### config.mk
export PLATFORM = sky130hd
export DESIGN_NAME = bin_to_bcd_loader
export DESIGN_NICKNAME = d
export VERILOG_FILES = /design/src/rtl/ss_pkg.sv /design/src/rtl/bcd_add3.sv /design/src/rtl/bin_to_bcd_loader.sv
export SDC_FILE = /design/constraint.sdc
export NUM_CORES = 1
export LEC_CHECK = 0
export CORE_ASPECT_RATIO = 1.1
export CORE_MARGIN = 3
export CORE_UTILIZATION = 26
export DETAILED_ROUTE_END_ITERATION = 10
export PLACE_DENSITY = 0.45
export REMOVE_ABC_BUFFERS = 1
export SETUP_SLACK_MARGIN = 0.1
export SYNTH_ARGS = -nofsm -noshare
export SYNTH_HDL_FRONTEND = slang
export SYNTH_SLANG_ARGS = --single-unit
### constraint.sdc
create_clock -name CLK -period 2.8 [get_ports CLK]
set_input_delay 0.28 -clock CLK [delete_from_list [all_inputs] [get_ports CLK]]
set_output_delay 0.28 -clock CLK [all_outputs]
set_load 0.03 [all_outputs]
### src/rtl/ss_pkg.sv
// Shared types and constants for the binary-to-BCD loader feeding the
// seven-segment display stage.
package ss_pkg;

  typedef logic [3:0] bcd_digit_t;

  typedef enum logic [1:0] {
    IDLE,
    SHIFT,
    DONE
  } state_t;

  localparam bcd_digit_t BCD_ADD3_THRESH = 4'd5;

endpackage

### src/rtl/bcd_add3.sv
// Shift-and-add-3 correction for one BCD nibble: digits of 5 or more get 3
// added so the following left shift carries correctly into the next digit.
module bcd_add3
  import ss_pkg::*;
(
  input  bcd_digit_t digit,
  output bcd_digit_t corrected
);

  always_comb begin
    corrected = digit;
    if (digit >= BCD_ADD3_THRESH) begin
      corrected = digit + 4'd3;
    end
  end

endmodule

### src/rtl/bin_to_bcd_loader.sv
// Sequential binary-to-BCD converter, one bit per cycle, that hands a packed BCD
// word, digit enable mask and overflow flag to the display stage with a load pulse.
module bin_to_bcd_loader
  import ss_pkg::*;
#(
  parameter int BIN_WIDTH  = 20,
  parameter int NUM_DIGITS = 6
) (
  input  logic                    CLK,
  input  logic                    nRST,
  input  logic                    start,
  input  logic [BIN_WIDTH-1:0]    bin_in,
  input  logic                    blank_lz,
  output logic                    busy,
  output logic [4*NUM_DIGITS-1:0] number,
  output logic [NUM_DIGITS-1:0]   en_mask,
  output logic                    overflow,
  output logic                    load_enable
);

  // One spare digit so the full range of a 20-bit input fits during shifting.
  localparam int BCD_W = 4 * (NUM_DIGITS + 1);
  localparam int CNT_W = $clog2(BIN_WIDTH + 1);
  localparam longint unsigned MAX_VAL = (64'd10 ** NUM_DIGITS) - 64'd1;
  localparam logic [4*NUM_DIGITS-1:0] ALL_NINES = {NUM_DIGITS{4'd9}};

  state_t                 state;
  state_t                 next_state;
  logic [BIN_WIDTH-1:0]   bin_sr;
  logic [BCD_W-1:0]       bcd_sr;
  logic [BCD_W-1:0]       bcd_adj;
  logic [CNT_W-1:0]       cnt;
  logic                   lz_ff;
  logic                   ovf_ff;
  logic [NUM_DIGITS-1:0]  mask_calc;
  logic                   any_nz;

  for (genvar g = 0; g < NUM_DIGITS + 1; g++) begin : g_add3
    bcd_add3 u_add3 (
      .digit     (bcd_sr[4*g +: 4]),
      .corrected (bcd_adj[4*g +: 4])
    );
  end

  always_ff @(posedge CLK) begin
    if (!nRST) begin
      state <= IDLE;
    end else begin
      state <= next_state;
    end
  end

  always_comb begin
    next_state = state;
    case (state)
      IDLE:    if (start) next_state = SHIFT;
      SHIFT:   if (cnt == CNT_W'(BIN_WIDTH - 1)) next_state = DONE;
      DONE:    next_state = IDLE;
      default: next_state = IDLE;
    endcase
  end

  assign busy = (state != IDLE);

  // A digit is shown when it or any more significant digit is nonzero; digit 0 always shows.
  always_comb begin
    mask_calc = '1;
    any_nz    = 1'b0;
    if (lz_ff) begin
      for (int i = NUM_DIGITS - 1; i >= 0; i--) begin
        any_nz       = any_nz | (bcd_sr[4*i +: 4] != 4'd0);
        mask_calc[i] = any_nz;
      end
      mask_calc[0] = 1'b1;
    end
  end

  always_ff @(posedge CLK) begin
    if (!nRST) begin
      bin_sr      <= '0;
      bcd_sr      <= '0;
      cnt         <= '0;
      lz_ff       <= 1'b0;
      ovf_ff      <= 1'b0;
      number      <= '0;
      en_mask     <= '0;
      overflow    <= 1'b0;
      load_enable <= 1'b0;
    end else begin
      load_enable <= 1'b0;
      case (state)
        IDLE: begin
          if (start) begin
            bin_sr <= bin_in;
            lz_ff  <= blank_lz;
            bcd_sr <= '0;
            cnt    <= '0;
            ovf_ff <= (64'(bin_in) > MAX_VAL);
          end
        end
        SHIFT: begin
          {bcd_sr, bin_sr} <= {bcd_adj, bin_sr} << 1;
          cnt              <= cnt + CNT_W'(1);
        end
        DONE: begin
          number      <= ovf_ff ? ALL_NINES : bcd_sr[4*NUM_DIGITS-1:0];
          en_mask     <= ovf_ff ? '1 : mask_calc;
          overflow    <= ovf_ff;
          load_enable <= 1'b1;
        end
        default: ;
      endcase
    end
  end

endmodule

==> key figures <==
Synth
  • Number of library cell types mapped by synthesis: 51
  • Main synth FF type: dfxtp_1
  • Sequential share of the synthesized area: 41.3%
  • Yosys warns: 0
  • Ys async rst share: 0%
  • Dominant cells by area after synthesis: dfxtp_1 (41%), a21boi_0 (6.2%), ha_1 (5.5%)
  • Mean Syn Cell Area: around 8.8 sq um
  • Yosys reg bits: 85
  • Yosys top cell by area: dfxtp_1
  • Post-synth top cells: dfxtp_1 (85), nor2_1 (37), nand2_1 (36)
  • Count leader, synth: dfxtp_1
  • Mapped Cells: between 400 and 500
  • Synthesized area: slightly above 4000 sq um
  • EDFF count, synth: 0
  • Top cell type's share of synthesized area: 41.3%

Timing
  • Period utilization: between 70% and 80%
  • Min cycle time layout: 2.20 ns
  • Worst-Margin Slew: 0.900 ns
  • Setup TNS: 0 ns
  • Worst Skew: 0.00806 ns
  • Fmax: 454 MHz
  • Max-slew violations: 0
  • Normalized max-slew margin: between 40% and 50%
  • Unrepaired setup endpoints after global routing: false
  • Setup Viol. Count Final: 0
  • Final Hold Viols: 0

Finish
  • Final #Nets: 549
  • Area of the multi-input gates: roughly 2200 sq um
  • Final cell count without fillers: a little over 700
  • Area delta synth->final: 25.2%
  • Final-layout fill cell count: 1,594
  • Register area: 1700 sq um
  • Ant diodes: 0
  • Layout cells sized above 1: 9.20%
  • Final Util: between 30 and 40%

Routing
  • WL met1: 5.36 mm
  • Routed wl met3: 498 microns
  • Via count: between 3,000 and 4,000
  • Detailed Route WL: 10.9 mm
  • Wire per inst: 15.5 microns
  • Initial drt markers: about 150
  • DRT antenna net count: 0
  • Residual DRC: 0
  • Avg Vias per Cell: 5.03
  • First drt pass iteration count: 4
  • Uppermost routed layer: met4
  • Met2 WL post-DR: 4.87 mm

Worst setup path
  • Setup crit end: busy
  • WS Path Type: reg2out
  • Req. time, crit path: 2.52 ns
  • Reg2reg start: state[1]
  • R2R Path End: bin_sr[7]
  • Reg2reg path depth: 5
  • R2r setup slk: ~0.94 ns
  • Crit path launch type: register
  • CP Data Arrival Time: 1.92 ns
  • CP Capture Type: output port
  • CP Launch Point: state[1]
  • Critical Path Fanout Max: 12

Power and ir drop
  • Peak VDD IR: 253 uV
  • Clock power share: 45.3%
  • Combinational share of power: 8.0%
  • Sw frac: 23.7%
  • P_sw: approximately 640 uW
  • Seq pwr share: 46.7%
  • Pint: 2.07 mW
  • Power per standard cell area: 525 nW/um^2
  • Leak pwr: 1.72 nW

Placement
  • Post-DP HPWL: a little over 7 mm
  • GP Congestion: around 0.78
  • Placed cells: slightly below 700
  • Port Buf Inserts: 56

Floorplanning
  • Core area: 15,300 sq um
  • Placement row count: 47
  • Die height: 138 microns
  • Die footprint: between 15,000 and 20,000 sq um
  • IO Count: 57
  • Initial core utilization: 27.0%
  • Die width: 126 microns

Global route
  • Grt ovf: 0
  • Vias in the first global route: 3,553
  • Antenna violations before repair: 0
  • Largest net degree at the start of global routing: 97
  • First-pass GRT wire length: 18.2 mm
  • Total GRT Usage: 12.8%

Clocking
  • Clock Tree Buf Depth: 2
  • Setup Fix Bufs, Post-CTS: 0
  • CTS H-tree depth: 3
  • CTS sink count: 85
  • Resize count post-CTS: 0
  • Clock transition at path regs: 0.06 ns
  • CTS tree: built
  • Clk_lat worst skew: ~0.34 ns
  • CTS hold repair buffers: 0
  • Num CTS Buffers: 9
  • Root cell of the clock tree: clkbuf_16

Flow run
  • Max_cap viols: 0

Hold path
  • Worst Hold Class: reg2reg

Status
  • Outcome: complete, no violations
[kinds of logic (layout without fill, tap and decap cells)]
| kind of cell | count (synthesis) | after routing | share of synthesized area (%) |
|---|---|---|---|
| flops | 85 | 85 | 41.3 |
| buf+inv | 57 | 101 | 5.58 |
| mux | 1 | 1 | 0.243 |
| compound gates | 136 | 136 | 24.7 |
| simple gates | 168 | 168 | 22.3 |
| fa+ha+maj | 18 | 18 | 5.46 |
| xor+xnor | 2 | 2 | 0.425 |
[layer usage]
layer  GRT usage (%)  vias to the layer above
li1                -                     1780
met1            17.0                     1667
met2            19.8                       89
met3            3.63                       20
met4            4.40                        0
met5               0                        -
[worst min path at each step]
| stage | from | to | slack [ns] | cells past startpoint |
|---|---|---|---|---|
| 2_1_floorplan | nRST | en_mask[0] | 0.40 | 1 |
| 3_3_place_gp | en_mask[0] | en_mask[0] | 0.45 | 1 |
| 3_5_place_dp | en_mask[0] | en_mask[0] | 0.45 | 1 |
| 4_1_cts | en_mask[0] | en_mask[0] | 0.47 | 1 |
| 5_1_grt | number[11] | number[11] | 0.48 | 2 |
| 6_report | en_mask[0] | en_mask[0] | 0.46 | 1 |
[placed cells by master, fill, tap and decap left out, types with 2 or more instances in the layout]
cell and n:
ha_1 18, a32oi_1 2, nand3_1 30, o211ai_1 10, o31ai_1 4, clkbuf_16 9
clkinv_2 2, nor2b_1 4, nand3b_1 8, o221ai_1 25, nor3b_1 4, inv_1 15
and3_1 2, or3b_2 5, a2111o_1 12, o21ai_0 25, nand2b_1 8, or3_1 7
dfxtp_1 85, a21oi_1 13, nand2_1 36, clkbuf_8 2, nor3_1 3, clkdlybuf4s50_1 55
a21boi_0 34, buf_4 15, or2_2 6, or4b_1 2, nor4b_1 6, and2_1 2
nor2_1 37
[critical path: stages, from the launching register on]
cell and delay (ns):
dfxtp_1 0.60, inv_1 0.18, nand2_1 0.11, clkdlybuf4s50_1 0.68
[state kept, by name (all words and copies together) (netlist names)]
| name | cells |
|---|---|
| bcd_sr | 24 |
| bin_sr | 20 |
| cnt | 5 |
| en_mask | 6 |
| load_enable | 1 |
| lz_ff | 1 |
| number | 24 |
| overflow | 1 |
| ovf_ff | 1 |
| state | 2 |
[stage by stage]
step | setup WS, ns | hold slack, ns | power (mW) | instance area, sq um
4_1_cts | 0.562 | 0.467 | 2.75 | 5160
3_3_place_gp | 0.739 | 0.448 | 1.51 | 4860
2_1_floorplan | 0.826 | 0.398 | 1.39 | 3950
6_report | 0.599 | 0.460 | 2.71 | 5160
3_5_place_dp | 0.691 | 0.452 | 1.51 | 4860
5_1_grt | 0.422 | 0.483 | 2.83 | 5160
[power by group through the flow]
stage / Clock, mW / Sequential [mW] / Combinational (mW)
after floorplan: 0 / 1.29 / 0.105
after global placement: 0 / 1.29 / 0.219
after detailed placement: 0 / 1.29 / 0.219
after CTS: 1.27 / 1.26 / 0.220
after global routing: 1.32 / 1.27 / 0.241
final: 1.23 / 1.26 / 0.218
[cell type report]
type,instances,area share [%]
tap,196,4.75
inverter,15,1.09
sequential,85,33.0
timing repair buffer,71,12.9
clock inverter,4,0.921
clock buffer,11,4.90
multi-input combinational,325,42.4
(Power assumes the default switching activity.)
